File: src/rtl/top_0_spi_pkg.sv
// Shared definitions for the dual-channel SPI loopback transmitter.
// Holds the default geometry, the two-state sequencer encoding and the
// helper that sizes the shared gap/divider/bit counters.
package top_0_spi_pkg;

    localparam int DATA_W_DEF     = 32;
    localparam int CLK_DIV_DEF    = 4;
    localparam int GAP_CYCLES_DEF = 16;

    typedef enum logic {
        IDLE  = 1'b0,
        SHIFT = 1'b1
    } state_t;

    // One width covers every counter: the largest terminal count decides it.
    function automatic int cnt_width(input int a, input int b, input int c);
        int m;
        m = a;
        if (b > m) m = b;
        if (c > m) m = c;
        return (m < 2) ? 1 : $clog2(m);
    endfunction

    localparam int CNT_W_DEF = cnt_width(DATA_W_DEF, CLK_DIV_DEF, GAP_CYCLES_DEF);

endpackage

File: src/rtl/spi_shift_channel.sv
// One SPI data lane: transmit shift register, registered serial output,
// loopback receive shift register and the published receive word.
// Ports:
//   clk, rst_n  - clock and asynchronous active-low reset
//   load        - frame start: capture tx_word and drive its MSB
//   rise, fall  - SCLK rising / falling toggle strobes
//   done        - last falling toggle of the frame
//   tx_word     - word to transmit (sampled on load only)
//   sdo         - serial data out
//   rx_word     - last word received over the loopback path
module spi_shift_channel
    import top_0_spi_pkg::*;
#(
    parameter int DATA_W = DATA_W_DEF
) (
    input  logic              clk,
    input  logic              rst_n,
    input  logic              load,
    input  logic              rise,
    input  logic              fall,
    input  logic              done,
    input  logic [DATA_W-1:0] tx_word,
    output logic              sdo,
    output logic [DATA_W-1:0] rx_word
);

    logic [DATA_W-1:0] tx_sr;
    logic [DATA_W-1:0] rx_sr;

    always_ff @(posedge clk or negedge rst_n) begin
        if (!rst_n) begin
            tx_sr   <= '0;
            rx_sr   <= '0;
            sdo     <= 1'b0;
            rx_word <= '0;
        end else if (load) begin
            tx_sr <= tx_word;
            sdo   <= tx_word[DATA_W-1];
        end else begin
            // Receiver samples the line it is driving (internal loopback).
            if (rise) begin
                rx_sr <= {rx_sr[DATA_W-2:0], sdo};
            end
            if (fall) begin
                tx_sr <= tx_sr << 1;
                // After the last bit the line returns to 0 for the gap.
                sdo   <= done ? 1'b0 : tx_sr[DATA_W-2];
            end
            if (done) begin
                rx_word <= rx_sr;
            end
        end
    end

endmodule

File: src/rtl/top_0_spi.sv
// Free-running dual-channel SPI master (mode 0) with internal loopback.
// Every frame captures data_in_0/1, shifts both MSB-first on a shared SCLK,
// then publishes the looped-back words on data_0/1 with a SPIRXAVAIL pulse.
// Frames are separated by GAP_CYCLES idle PCLK cycles.
// Ports:
//   PCLK, PRESETN        - clock and asynchronous active-low reset
//   data_in_0/1          - transmit words, sampled at frame start
//   SPISDO_0/1           - serial data outputs
//   SPISCLKO             - shared serial clock, idles low
//   SPIMODE              - high for the whole frame
//   data_0/1             - last received words
//   SPIRXAVAIL           - one-cycle pulse when data_0/1 update
module top_0_spi
    import top_0_spi_pkg::*;
#(
    parameter int CLK_DIV    = CLK_DIV_DEF,
    parameter int GAP_CYCLES = GAP_CYCLES_DEF,
    parameter int DATA_W     = DATA_W_DEF
) (
    input  logic              PCLK,
    input  logic              PRESETN,
    input  logic [DATA_W-1:0] data_in_0,
    input  logic [DATA_W-1:0] data_in_1,
    output logic              SPISDO_0,
    output logic              SPISDO_1,
    output logic              SPISCLKO,
    output logic              SPIMODE,
    output logic [DATA_W-1:0] data_0,
    output logic [DATA_W-1:0] data_1,
    output logic              SPIRXAVAIL
);

    localparam int CNT_W = cnt_width(DATA_W, CLK_DIV, GAP_CYCLES);

    state_t           state, state_next;
    logic [CNT_W-1:0] gap_cnt;
    logic [CNT_W-1:0] div_cnt;
    logic [CNT_W-1:0] bit_cnt;
    logic             div_tc;
    logic             load, rise, fall, done;

    always_ff @(posedge PCLK or negedge PRESETN) begin
        if (!PRESETN) state <= IDLE;
        else          state <= state_next;
    end

    always_comb begin
        state_next = state;
        load       = 1'b0;
        rise       = 1'b0;
        fall       = 1'b0;
        done       = 1'b0;
        div_tc     = (div_cnt == CNT_W'(CLK_DIV - 1));
        case (state)
            IDLE: begin
                if (gap_cnt == CNT_W'(GAP_CYCLES - 1)) begin
                    load       = 1'b1;
                    state_next = SHIFT;
                end
            end
            SHIFT: begin
                if (div_tc) begin
                    // The current SCLK level tells which edge this toggle makes.
                    if (!SPISCLKO) begin
                        rise = 1'b1;
                    end else begin
                        fall = 1'b1;
                        if (bit_cnt == CNT_W'(DATA_W - 1)) begin
                            done       = 1'b1;
                            state_next = IDLE;
                        end
                    end
                end
            end
            default: state_next = IDLE;
        endcase
    end

    always_ff @(posedge PCLK or negedge PRESETN) begin
        if (!PRESETN) begin
            gap_cnt    <= '0;
            div_cnt    <= '0;
            bit_cnt    <= '0;
            SPISCLKO   <= 1'b0;
            SPIMODE    <= 1'b0;
            SPIRXAVAIL <= 1'b0;
        end else begin
            SPIRXAVAIL <= done;
            if (state == IDLE) begin
                if (load) begin
                    gap_cnt <= '0;
                    div_cnt <= '0;
                    bit_cnt <= '0;
                    SPIMODE <= 1'b1;
                end else begin
                    gap_cnt <= gap_cnt + CNT_W'(1);
                end
            end else begin
                if (div_tc) begin
                    div_cnt  <= '0;
                    SPISCLKO <= ~SPISCLKO;
                    if (fall) begin
                        bit_cnt <= bit_cnt + CNT_W'(1);
                    end
                    if (done) begin
                        SPISCLKO <= 1'b0;
                        SPIMODE  <= 1'b0;
                        gap_cnt  <= '0;
                    end
                end else begin
                    div_cnt <= div_cnt + CNT_W'(1);
                end
            end
        end
    end

    spi_shift_channel #(.DATA_W(DATA_W)) u_ch0 (
        .clk     (PCLK),
        .rst_n   (PRESETN),
        .load    (load),
        .rise    (rise),
        .fall    (fall),
        .done    (done),
        .tx_word (data_in_0),
        .sdo     (SPISDO_0),
        .rx_word (data_0)
    );

    spi_shift_channel #(.DATA_W(DATA_W)) u_ch1 (
        .clk     (PCLK),
        .rst_n   (PRESETN),
        .load    (load),
        .rise    (rise),
        .fall    (fall),
        .done    (done),
        .tx_word (data_in_1),
        .sdo     (SPISDO_1),
        .rx_word (data_1)
    );

endmodule

File: config.mk
export PLATFORM = sky130hd
export DESIGN_NAME = top_0_spi
export DESIGN_NICKNAME = d
export VERILOG_FILES = /design/src/rtl/top_0_spi_pkg.sv /design/src/rtl/spi_shift_channel.sv /design/src/rtl/top_0_spi.sv
export SDC_FILE = /design/constraint.sdc
export NUM_CORES = 1
export LEC_CHECK = 0
export ABC_CLOCK_PERIOD_IN_PS = 3590
export BUFFER_PORTS_ARGS = -buffer_cell sky130_fd_sc_hd__buf_4
export CAP_MARGIN = 10
export CORE_MARGIN = 2
export CORE_UTILIZATION = 45
export CTS_CLUSTER_DIAMETER = 60
export DETAILED_ROUTE_END_ITERATION = 6
export PLACE_DENSITY = 0.65
export SLEW_MARGIN = 25
export SYNTH_ARGS = -nofsm -noshare
export SYNTH_HDL_FRONTEND = slang
export SYNTH_SLANG_ARGS = --single-unit
File: constraint.sdc
create_clock -name PCLK -period 3.59 [get_ports PCLK]
set_input_delay 0.8975 -clock PCLK [delete_from_list [all_inputs] [get_ports PCLK]]
set_output_delay 0.8975 -clock PCLK [all_outputs]
set_load 0.01 [all_outputs]
# Word-level counts from Yosys, hierarchy flattened
# Cells that the tools add are included.
dict set report op_classes {
  add_sub_neg 3
  multipliers 0
  div 0
  order_cmp 0
  eq_ne 6
  shift 0
  n_mux 41
  bitwise 3
  n_reduce_logical 8
}
# op n
set ops {}
lappend ops {{$mux 31} 4}
lappend ops {{$mux 5} 10}
lappend ops {{$mux 1} 26}
lappend ops {{$add 5x1->5 const B} 3}
lappend ops {{$reduce_and 2->1} 4}
lappend ops {{$ne 2x1->1 const B} 3}
lappend ops {{$reduce_and 3->1} 2}
lappend ops {{$eq 5x2->1 const B} 1}
lappend ops {{$eq 5x4->1 const B} 1}
lappend ops {{$eq 5x5->1 const B} 1}
lappend ops {{$reduce_bool 2->1} 2}
lappend ops {{$not 1->1} 3}
lappend ops {{$pmux 1 s2} 1}
dict set report word_totals {
  regBits 211
  latchBits 0
  ram_bits 0
  rom_bits 0
  output_inout_bits 69
  mem_count 0
}

# Longest topological paths before layout
# Gate-level depths: netlist of run 1.
dict set report logic_depth {
  ltp_word 8
  mapped_depth 9
  mapped_depth_nobuf 6
}

# Cells and area by module
# From an unflattened synthesis of run 1, not the netlist that was laid out.
dict set report unflattened {
  hier_cells 650
  hier_area_um2 8987.4
}
# module n_inst cells_per_inst area_each_um2 seq_area_each_um2
set by_module_without_submodules {}
lappend by_module_without_submodules {spi_shift_channel 2 279 4013.8 2402.3}
lappend by_module_without_submodules {top_0_spi 1 92 959.7 475.5}

# Worst setup path after synthesis of run 1
# No wires, ideal clock.
dict set report synth_path {
  path_type {register -> register}
  from {register div_cnt[0]}
  to {register u_ch1.rx_word[10]}
  t_arrival_ns 2.185
  required_time_ns 3.465
  setup_slack_ns 1.279
  path_stages_with_launch 9
  n_path_buf 4
  path_cell_list {dfrtp_1 > ha_1 > or4b_1 > buf_2 > or3_1 > clkbuf_1 > buf_6 > buf_6 > mux2_4}
}
dict set report synth_between {
  elab_chain_len 4
}
# element line_no
set synth_rtl {}
lappend synth_rtl {{start, declared} top_0_spi.sv:37} ;# logic [CNT_W-1:0] div_cnt;
lappend synth_rtl {{start signal, assigned} top_0_spi.sv:111} ;# div_cnt <= div_cnt + CNT_W'(1);
lappend synth_rtl {{$eq 5x2->1} top_0_spi.sv:53} ;# div_tc = (div_cnt == CNT_W'(CLK_DIV - 1));
lappend synth_rtl {{$mux 1} top_0_spi.sv:62} ;# if (div_tc) begin
lappend synth_rtl {{$mux 1} top_0_spi.sv:54} ;# case (state)
lappend synth_rtl {{$reduce_and 2->1 (no source line)} n/a}
lappend synth_rtl {{end signal, assigned} spi_shift_channel.sv:50} ;# rx_word <= rx_sr;
lappend synth_rtl {{end, declared} spi_shift_channel.sv:24} ;# output logic [DATA_W-1:0] rx_word
# Every way passes these cells.
# A chain may end at the register's enable or synchronous reset.

# Worst setup path in the final report of run 1
dict set report layout_path {
  from {register div_cnt[0]}
  to {register u_ch0.rx_sr[30]}
}
dict set report layout_between {
  elab_chain_len 4
}
# element line_no
set layout_rtl {}
lappend layout_rtl {{$eq 5x2->1} top_0_spi.sv:53}
lappend layout_rtl {{$mux 1} top_0_spi.sv:62}
lappend layout_rtl {{$mux 1} top_0_spi.sv:54}
lappend layout_rtl {{$reduce_and 2->1 (no source line)} n/a}
lappend layout_rtl {{end signal, assigned} spi_shift_channel.sv:42} ;# rx_sr <= {rx_sr[DATA_W-2:0], sdo};
lappend layout_rtl {{end, declared} spi_shift_channel.sv:28} ;# logic [DATA_W-1:0] rx_sr;
# Every way passes these cells.

==> results.txt, run 1 <==
- The most used flip-flop cell after synthesis is dfrtp_1.
- After the first detailed-routing iteration, the DRC count stood at between 400 and 500.
* CTS sink count: between 200 and 250
* Vias in the first global route: between 6000 and 7000
* Total wire length after detailed routing: between 15000 and 20000 µm
- Clock latency on the worst-skew pair, taken at its later pin, is roughly 0.50 ns.
- Global-route wire length before repair: ~32000 µm
- After detailed placement, the design holds a cell count of ~1100.
* End-of-flow core utilization: a little under three fifths
* H-tree levels: 1
* Synthesized net count: about 790
- Area of the core region: a little under 20000 µm²
* Number of warnings printed during yosys synthesis: 0
- Dividing the synthesized area by the synthesized cell count gives around 12 µm².
* Chip height: roughly 140 µm
- Cell internal power was estimated by the tool at between 4 and 5 mW.
- Routability-driven placement finished with a final weighted congestion of around 0.8.
* Post-CTS Resized: 0
- The number of max-slew violations in the final report is 0.
- Seq/Total Area, Yosys: slightly below 60%
* Arrival time at the worst endpoint: 3.15 ns
- The synthesized netlist contains 38 unique library cells.
* Synth Register Bits: between 200 and 250
- Setup repair after global routing missed its margin: no
- Tightest slew margin relative to the limit: 52.6%
- Number of clock buffers inserted by TritonCTS: 23
- Routed wirelength normalized by instance count: between 15 and 20 µm
- The critical path is of the reg -> reg type.
- Of all nets on the critical path, the largest fanout is just over 70.
- Power Density: roughly 470 nW/µm²
- Final hold violation count: 0
- Row generation in the floorplan step produced 51 rows.
* GR Util All Layers: a little under a fifth
- Cell count after synthesis: 719
- In the final timing run, aggregate negative setup slack is 0 ns.
* Switching pwr: around 1 mW
- The first detailed-routing pass ran for 5 iterations.
- Reg2reg start: div_cnt[0]
- Clock root cell: clkbuf_16
* TritonCTS clock tree: yes
* Total congestion overflow after global routing: 0
* Initial antenna violation count: 0
- In this run the post-CTS setup repair buffer count came out at 0.
* Leak: around 5.2 nW
- Part of the total power dissipated in sequential elements: 48.1%
- In this run, synthesis inferred 0 flip-flops with an integrated enable.
- For this block, the via count after detailed routing is 6260.
- After filler insertion, the fill cell instance count of the layout stands at around 1700.
* Maximum number of pins on one net before global-route repair: 82
- Startpoint Class: flip-flop
- Clock-pin slew was measured on the worst setup and hold paths at around 0.06 ns.
- Max VDD drop: roughly 0.32 mV
* Remaining number of nets flagged by the antenna check after routing: 0
- The clock network is responsible for 48.9% of the overall power.
- Total power: between 5 and 6 mW
- Based on the critical path, the design can be clocked at up to ~360 MHz.
* Critical Path Start: div_cnt[0]
* Post-layout min period: ~2.8 ns
* Measured slew at the worst slew-check pin: between 0.7 and 0.8 ns
- Setup violations remaining at the end of the flow were counted as 0.
- DPL Wire Length: between 10000 and 15000 µm
* Ratio of final minimum period to clock period: between 70% and 80%
- I/O pin count: around 140
- Once layout is complete, the cells apart from fillers number 1100.
- In the routed design, unresolved DRC markers number 0.
* Hold-fix buffers, CTS: 0
- After detailed routing, the number of vias per cell comes to between 5 and 6.
* Post-synth ARST share: 100%
* Category of the worst setup path capture point: flip-flop
* Die Span X: around 140 µm
* Clock Path Buffers: 3
- Data required time of the critical path: between 3 and 4 ns
* Full die area: 20900 µm²
* Layout cell share with drive strength beyond 1: between 30% and 40%
- Initial cell density of the core: a little under half
- Max-cap violations in this run came to 0.
* Outcome: completed
- Port buffering added 134 buffers.
- The repair_antennas step left the layout with diodes totalling 0.
- From synthesis to final layout, the design area changed by 22.6%.
- Combinational Power Share: 3.0%
- Sw frac: about a fifth
- Final setup skew: between 0.009 and 0.01 ns
* Worst Reg-to-Reg Cells: 6
* Worst hold margin: 0.439 ns
* Class of the worst hold path: in -> async
* Net count of the finished layout: ~890
- In this run the cell area of the synthesized design comes to between 8000 and 9000 µm².
-- kinds of logic (layout without fill, tap and decap cells) --
kind of cell / after synthesis / in the layout / synth area share (%)
AND/OR/NAND/NOR: 150 / 150 / 8.73
adder cells (fa/ha/maj): 4 / 4 / 0.563
AO/OA/AOI/OAI: 150 / 150 / 10.0
XOR/XNOR: 1 / 1 / 0.0986
flip-flops: 211 / 211 / 59.4
buffers and inverters: 73 / 189 / 3.58
multiplexers: 130 / 130 / 17.6
-- worst paths after layout --
check,slack [ns],endpoint
min in group PCLK,0.48,SPIMODE
hold reg to reg,0.48,SPIMODE
setup reg to reg,0.82,u_ch0.rx_sr[30]
hold / removal,0.44,u_ch1.rx_word[7]
setup / recovery,0.82,u_ch0.rx_sr[30]
max in group asynchronous,2.33,u_ch1.tx_sr[17]
-- area by class of cell --
class | instances | area [µm²] | area share (%)
Sequential cell | 211 | 5280 | 48.5
Multi-Input combinational cell | 435 | 3320 | 30.5
Timing Repair Buffer | 143 | 1130 | 10.4
Clock buffer | 30 | 642 | 5.89
Tap cell | 265 | 332 | 3.04
Clock inverter | 9 | 163 | 1.49
Inverter | 7 | 26.3 | 0.241
-- placed cells by master, fill, tap and decap left out, types with 7 or more instances in the layout --
master,netlist,routed
nor3_1,64,63
mux2_2,102,102
buf_4,0,138
nand3_1,63,63
o21ai_0,65,65
clkbuf_16,0,23
dfrtp_1,211,210
mux2_4,27,27
a31oi_1,62,62
inv_1,7,7
-- state kept, by name (all words and copies together) (netlist names), 5 cells and up --
register	count
u_ch0.tx_sr	31
u_ch0.rx_sr	32
u_ch0.rx_word	32
u_ch1.tx_sr	31
u_ch1.rx_sr	32
div_cnt	5
gap_cnt	5
bit_cnt	5
u_ch1.rx_word	32
-- Yosys cell counts (6+ instances only) --
master / n / area share, %
inv_1: 7 / 0.30
clkbuf_1: 49 / 2.1
dfrtp_1: 211 / 59
mux2_4: 27 / 4.6
nand3_1: 63 / 3.5
nand2_1: 6 / 0.25
o21ai_0: 65 / 3.7
buf_2: 11 / 0.62
nor3_1: 64 / 3.6
mux2_2: 102 / 13
a31oi_1: 62 / 4.4
-- critical path, stage by stage (launching register included) --
cell and delay (ns):
dfrtp_1 0.39, ha_1 0.23, or4b_2 0.61, buf_4 0.36, nor3_2 0.26, buf_12 0.32, mux2_2 0.39
-- routing by layer --
metal	part of all wire, %	track usage, %	routed length, µm
met1	45	26.9	8660
met3	6.0	3.25	1170
met4	0.88	3.63	172
met2	49	29.9	9440
met5	0	0	0
-- power groups by stage --
stage | clock (mW) | sequential [mW] | combinational, mW
final | 2.48 | 2.44 | 0.151
after global routing | 2.62 | 2.44 | 0.172
after CTS | 2.53 | 2.44 | 0.156
after detailed placement | 0 | 2.48 | 0.155
after global placement | 0 | 2.48 | 0.149
after floorplan | 0 | 2.47 | 0.0347
-- through the flow --
step | instance area, µm² | setup slack (ns)
final | 10900 | 0.821
after global placement | 10100 | 0.942
after CTS | 10900 | 0.824
after global routing | 10900 | 0.702
after floorplan | 8890 | 1.28
after detailed placement | 10100 | 0.854
Note: power is estimated with default switching activity, not from simulation.
==> inputs of run 2 (changes only) <==
--- a/config.mk
+++ b/config.mk
@@ -5,7 +5,7 @@
 export SDC_FILE = /design/constraint.sdc
 export NUM_CORES = 1
 export LEC_CHECK = 0
-export ABC_CLOCK_PERIOD_IN_PS = 3590
+export ABC_CLOCK_PERIOD_IN_PS = 2850
 export BUFFER_PORTS_ARGS = -buffer_cell sky130_fd_sc_hd__buf_4
 export CAP_MARGIN = 10
 export CORE_MARGIN = 2
==> constraint.sdc (replaced) <==
create_clock -name PCLK -period 2.85 [get_ports PCLK]
set_input_delay 0.7125 -clock PCLK [delete_from_list [all_inputs] [get_ports PCLK]]
set_output_delay 0.7125 -clock PCLK [all_outputs]
set_load 0.01 [all_outputs]
==> results.txt, run 2 (same netlist as run 1, synthesis figures left out) <==
* Outcome: completed (unchanged)
- GR Layer Usage met3: 3.77% (was 3.25%)
- Layout cell share with drive strength beyond 1: 39.0% (was 37.8%)
- Number of iterations in the first detailed-routing pass: 5 (unchanged)
* Global-route wire length before repair: 31100 µm (was 31900 µm)
* Switching pwr: 1.29 mW (was 1.03 mW)
- The relative slew slack came to 51.0% (was 52.6%).
- The endpoint arrival time on the critical path was 2.81 ns (was 3.15 ns).
- The internal power was 5.17 mW (was 4.04 mW).
- The chip width is 145 µm (unchanged).
* Reg2reg start: div_cnt[0] (unchanged)
* Achievable Freq: 409 MHz (was 361 MHz)
- Total of endpoints with negative setup slack in the final report: 0 (unchanged)
- The post-layout minimum cycle time is 2.44 ns (was 2.77 ns).
- Placer Congestion: 0.823 (was 0.778)
- GRT Max-Usage Layer: met2 (unchanged)
- H-tree levels: 1 (unchanged)
- The post-cts sizing count came to 0 (unchanged).
- Worst Reg-to-Reg Cells: 5 (was 6)
* Part of the total power dissipated in sequential elements: 47.5% (was 48.1%)
- DPL Wire Length: 12300 µm (was 11600 µm)
- Reg2Reg Capture Point: u_ch0.rx_sr[31] (was u_ch0.rx_sr[30])
- Crit Path Category: reg -> reg (unchanged)
- Setup repair after global routing missed its margin: no (unchanged).
- Chip height: 145 µm (unchanged)
- The post-detailed-route via-to-cell ratio was 5.64 (was 5.69).
- I/O pin count: 135 (unchanged)
- Total congestion overflow after global routing: 0 (unchanged)
- Leak: 5.25 nW (was 5.20 nW)
- Routed wirelength normalized by instance count: 17.4 µm (was 17.7 µm)
- Critical Path Start: div_cnt[0] (unchanged)
- Startpoint Class: flip-flop (unchanged)
- The number of max-slew violations in the final report came to 0 (unchanged).
- Via Count: 6274 (was 6260)
- The slew at the pin with the worst max-slew slack is 0.735 ns (was 0.711 ns).
- Vias in the first global route: 6108 (was 6233)
* Diode insertion count for antenna repair: 0 (unchanged)
- GR Util All Layers: 18.3% (was 18.6%)
- Initial cell density of the core: 45.8% (unchanged)
- The buffers inserted during post-CTS setup optimization came to 0 (unchanged).
* Post-CTS clock slew at the launch and capture registers of the worst setup and hold paths: 0.06 ns (about the same)
- Sw frac: 20.0% (was 20.3%)
- Top library cells by usage in the layout, fill and taps aside: 210 x dfrtp_1, 149 x buf_4, 102 x mux2_2, 65 x o21ai_0 (was 210 x dfrtp_1, 138 x buf_4, 102 x mux2_2, 65 x o21ai_0).
- Ratio of final minimum period to clock period: 85.7% (was 77.1%)
- The type of the worst min-delay path was in -> async (unchanged).
- Final setup skew: 0.0145 ns (was 0.00928 ns)
- Worst-Skew Late Latency: 0.50 ns (about the same)
- The met1 track utilization from global routing was 26.0% (was 26.9%).
- The peak fanout along the critical path was 64 (was 72).
* Max-cap violation count: 0 (unchanged)
- Data required time of the critical path: 3.22 ns (was 3.97 ns)
* Most frequent standard cell in the layout excluding fill and tap cells: dfrtp_1 (unchanged)
* Number of clock buffers inserted by TritonCTS: 23 (unchanged)
- Full die area: 20900 µm² (unchanged)
- # port buffers: 134 (unchanged)
* Least setup slack across all paths after layout: 0.406 ns (was 0.821 ns)
* Number of violations reported at the end of detailed-routing iteration 0: 464 (was 425)
- Maximum number of pins on one net before global-route repair: 90 (was 82)
- The combinational cell fraction of total power is 3.0% (about the same).
- The clock tree root driver cell is clkbuf_16 (unchanged).
* Final hold violation count: 0 (unchanged)
- The met2 track utilization from global routing came to 29.3% (was 29.9%).
* Power Density: 588 nW/µm² (was 465 nW/µm²)
- Net count of the finished layout: 902 (was 891)
- The pre-CTS setup slack is 0.393 ns (was 0.854 ns).
- The CTS sink count came to 211 (unchanged).
- Relative area change from synthesis to final layout: 23.7% (was 22.6%)
* Clock Path Buffers: 3 (unchanged)
- Rows: 51 (unchanged)
- The TritonCTS clock tree was yes (unchanged).
* R2R Setup Slk: 0.41 ns (was 0.82 ns)
- DRC viols: 0 (unchanged)
- Initial antenna violation count: 0 (unchanged)
* Critical path endpoint: u_ch0.rx_sr[31] (was u_ch0.rx_sr[30])
- Setup tns final: 0 ns (unchanged)
* Remaining number of nets flagged by the antenna check after routing: 0 (unchanged)
- The category of the worst setup path capture point was a flip-flop (unchanged).
- Total wire length after detailed routing: 19400 µm (about the same)
- The area of the core came to 19400 µm² (unchanged).
* Hold-fix buffers, CTS: 0 (unchanged)
* Relative contribution of the clock network to total power: 49.6% (was 48.9%)
* Max VDD drop: 0.344 mV (was 0.322 mV)
[run 2: per-layer routing]
| layer | wire length, µm | up-vias |
|---|---|---|
| li1 | - | 2871 |
| met1 | 8550 | 3172 |
| met2 | 9260 | 212 |
| met3 | 1340 | 19 |
| met4 | 207 | 0 |
| met5 | 0 | - |
[run 2: how the worst min path moves through the flow]
stage          depth (start not counted)                end  slack, ns       startpoint
2_1_floorplan                          0            SPIMODE       0.42          PRESETN
3_3_place_gp                           1  u_ch0.rx_word[31]       0.49  u_ch0.rx_sr[31]
3_5_place_dp                           1            SPIMODE       0.48          SPIMODE
4_1_cts                                1   u_ch1.rx_word[9]       0.29          PRESETN
5_1_grt                                1   u_ch1.rx_word[7]       0.33          PRESETN
6_report                               1   u_ch1.rx_word[9]       0.25          PRESETN
[run 2: layout make-up]
class,instances,area (µm²)
clock buffers,28,634
clock inverters,12,194
fillers,1586,8410
inverters,7,26.3
multi-input cells,435,3310
flip-flops and latches,211,5280
well taps,265,332
repair buffers,154,1210
[run 2: worst max-delay path, cell delays in order (launching register included)]
cell     delay (ns)
dfrtp_1        0.39
ha_1           0.25
or4b_2         0.68
nor3_2         0.25
buf_12         0.36
mux2_2         0.38
[run 2: power groups by stage]
stage	Combinational, mW	Sequential (mW)	Clock (mW)
final	0.191	3.07	3.20
after global routing	0.218	3.07	3.41
after CTS	0.197	3.07	3.27
after detailed placement	0.195	3.12	0
after global placement	0.190	3.12	0
after floorplan	0.0437	3.11	0
[run 2: stage by stage]
| step | std cells | hold WS (ns) | util [%] | total power, mW | instance area [µm²] |
|---|---|---|---|---|---|
| after floorplan | 719 | 0.417 | - | 3.16 | 8890 |
| after global placement | 1072 | 0.486 | 52.4 | 3.31 | 10200 |
| after detailed placement | 1072 | 0.475 | 52.4 | 3.32 | 10200 |
| after CTS | 1112 | 0.294 | 56.7 | 6.54 | 11000 |
| after global routing | 1112 | 0.330 | 56.7 | 6.70 | 11000 |
| final | 1112 | 0.247 | 56.7 | 6.46 | 11000 |
==> inputs of run 3 (changes only) <==
--- a/config.mk
+++ b/config.mk
@@ -8,11 +8,13 @@
 export ABC_CLOCK_PERIOD_IN_PS = 2850
 export BUFFER_PORTS_ARGS = -buffer_cell sky130_fd_sc_hd__buf_4
 export CAP_MARGIN = 10
+export CELL_PAD_IN_SITES_DETAIL_PLACEMENT = 0
+export CELL_PAD_IN_SITES_GLOBAL_PLACEMENT = 1
 export CORE_MARGIN = 2
 export CORE_UTILIZATION = 45
 export CTS_CLUSTER_DIAMETER = 60
 export DETAILED_ROUTE_END_ITERATION = 6
-export PLACE_DENSITY = 0.65
+export PLACE_DENSITY = 0.77
 export SLEW_MARGIN = 25
 export SYNTH_ARGS = -nofsm -noshare
 export SYNTH_HDL_FRONTEND = slang
==> results.txt, run 3 (same netlist as run 1, synthesis figures left out) <==
- The total of buffers placed on input and output ports came to 134 (unchanged).
- The overall overflow remaining after global route was 0 (unchanged).
- The final clock skew was 0.0128 ns (was 0.0145 ns).
* DRC viols: 0 (unchanged)
- The routed via count is 6191 (was 6274).
* Hold-fix buffers, CTS: 0 (unchanged)
* Post-CTS clock slew at the launch and capture registers of the worst setup and hold paths: 0.06 ns (about the same)
* Total setup buffers inserted after CTS: 0 (unchanged)
- The fraction of final layout cells with drive strength greater than 1 was 38.4% (was 39.0%).
- Tightest slew margin relative to the limit: 59.2% (was 51.0%)
- The peak fanout along the critical path was 40 (was 64).
- Data required time of the critical path: 3.23 ns (was 3.22 ns)
- The wire length per cell is 17.8 µm (was 17.4 µm).
- The maximum number of pins on one net before global-route repair is 72 (was 90).
- The chip width was 145 µm (unchanged).
- The max-cap violation count is 0 (unchanged).
- Achievable Freq: 390 MHz (was 409 MHz)
- The H-tree depth reported by CTS came to 1 (unchanged).
* Switching pwr: 1.35 mW (was 1.29 mW)
- Setup tns final: 0 ns (unchanged)
* Worst-Skew Late Latency: 0.50 ns (about the same)
- The fraction of power spent switching nets was 21.2% (was 20.0%).
* Arrival time at the worst endpoint: 2.94 ns (was 2.81 ns)
- The total routing usage reported by global routing was 19.0% (was 18.3%).
- Placed cell count: 1070 (was 1072)
* I/O pin count: 135 (unchanged)
- The clock tree root driver cell is clkbuf_16 (unchanged).
* Power Density: 578 nW/µm² (was 588 nW/µm²)
- The placement row count is 51 (unchanged).
* Outcome: completed (unchanged)
- Ratio of final minimum period to clock period: 90.0% (was 85.7%)
- Combinational Power Share: 3.0% (about the same)
- The first-pass iteration count of the detailed router came to 5 (unchanged).
* Internal portion of total power: 4.99 mW (was 5.17 mW)
- The total die area is 20900 µm² (unchanged).
- Vias in the first global route: 6170 (was 6108)
* Placer Congestion: 0.802 (was 0.823)
- Area of the core region: 19400 µm² (unchanged)
- The number of buffers created by CTS was 24 (was 23).
* Remaining number of nets flagged by the antenna check after routing: 0 (unchanged)
- Max VDD drop: 0.389 mV (was 0.344 mV)
* Net count of the finished layout: 901 (was 902)
- The initial antenna violation count is 0 (unchanged).
* Post-CTS Resized: 0 (unchanged)
- DPL Wire Length: 12300 µm (about the same)
* Global-route wire length before repair: 32100 µm (was 31100 µm)
* Clock Path Buffers: 3 (unchanged)
- Setup repair after global routing missed its margin: no (unchanged)
- The CTS sink count is 211 (unchanged).
* Top library cells by usage in the layout, fill and taps aside: 210 x dfrtp_1, 145 x buf_4, 102 x mux2_2, 65 x o21ai_0 (was 210 x dfrtp_1, 149 x buf_4, 102 x mux2_2, 65 x o21ai_0)
- The chip height is 145 µm (unchanged).
- Diode insertion count for antenna repair: 0 (unchanged)
* Relative contribution of the clock network to total power: 48.6% (was 49.6%)
- The share of power burned in registers is 48.4% (was 47.5%).
- The TritonCTS clock tree is yes (unchanged).
* Final-layout fill cell count: 1690 (was 1586)
- The post-layout minimum cycle time is 2.56 ns (was 2.44 ns).
- Final hold violation count: 0 (unchanged)
- The final design utilization is 56.6% (was 56.7%).
- Total wire length after detailed routing: 19800 µm (was 19400 µm)
- Most frequent standard cell in the layout excluding fill and tap cells: dfrtp_1 (unchanged)
- The post-detailed-route via-to-cell ratio was 5.56 (was 5.64).
* Leak: 5.22 nW (was 5.25 nW)
- Pins over their slew limit: 0 (unchanged)
* Startpoint Class: flip-flop (unchanged)
- The number of failing setup endpoints in the final timing report came to 0 (unchanged).
- The slew at the pin with the worst max-slew slack was 0.610 ns (was 0.735 ns).
- Number of violations reported at the end of detailed-routing iteration 0: 393 (was 464)
- Class of the worst hold path: in -> async (unchanged)
- The area overhead of the layout relative to synthesis came to 23.5% (was 23.7%).
- Initial cell density of the core: 45.8% (unchanged)
- The category of the worst setup path capture point is a flip-flop (unchanged).
- Final cell count without fillers: 1114 (was 1112)
* Crit Path Category: reg -> reg (unchanged)
==> run 3: cell types whose count changed in the layout (fill, tap and decap cells not counted), sizes merged <==
| cell | delta |
|---|---|
| buf | -2 |
| bufinv | -3 |
| clkbuf | +6 |
| clkinv | -2 |
| clkinvlp | +3 |
==> run 3: per-layer routing <==
metal  wire length (µm)  vias up  track usage, %
met4                274        0            3.93
met2               9360      193            30.5
met3               1310       23            4.50
li1                   -     2881               -
met1               8830     3094            26.6
met5                  0        -               0
==> run 3: power by group through the flow <==
| stage | sequential (mW) | combinational [mW] | clock [mW] |
|---|---|---|---|
| after floorplan | 3.11 | 0.0437 | 0 |
| after global placement | 3.12 | 0.190 | 0 |
| after detailed placement | 3.12 | 0.196 | 0 |
| after CTS | 3.07 | 0.197 | 3.17 |
| after global routing | 3.07 | 0.217 | 3.29 |
| final | 3.07 | 0.190 | 3.08 |
==> run 3: path summary, 6_finish.rpt <==
check / to / cells past startpoint / slack [ns] / start
max in group asynchronous: u_ch0.rx_word[5] / 2 / 1.84 / PRESETN
min in group PCLK: u_ch0.tx_sr[0] / 2 / 0.43 / data_in_0[0]
setup reg to reg: u_ch1.rx_word[20] / 5 / 0.29 / div_cnt[0]
hold reg to reg: SPIMODE / 1 / 0.49 / SPIMODE
setup / recovery: u_ch1.rx_word[20] / 5 / 0.29 / div_cnt[0]
hold / removal: u_ch1.rx_word[14] / 1 / 0.22 / PRESETN
==> run 3: stage by stage <==
stage	power [mW]	worst slack, ns	area (µm²)	hold slack (ns)
after floorplan	3.16	0.539	8890	0.417
after global placement	3.31	0.398	10200	0.479
after detailed placement	3.32	0.317	10200	0.478
after CTS	6.43	0.310	11000	0.240
after global routing	6.58	0.220	11000	0.263
final	6.34	0.286	11000	0.220
==> run 3: worst max-delay path, cell delays in order, from the launching register on <==
cell and delay (ns):
dfrtp_1 0.40, ha_1 0.26, or4b_2 0.67, or3_4 0.53
buf_12 0.24, mux2_4 0.32
==> run 3: final cells by class <==
cell class | count | area (µm²) | share of cell area (%)
multi-input cells | 435 | 3310 | 30.2
flip-flops and latches | 211 | 5280 | 48.1
clock inverters | 10 | 125 | 1.14
well taps | 265 | 332 | 3.02
clock buffers | 34 | 679 | 6.19
repair buffers | 152 | 1220 | 11.1
inverters | 7 | 26.3 | 0.239
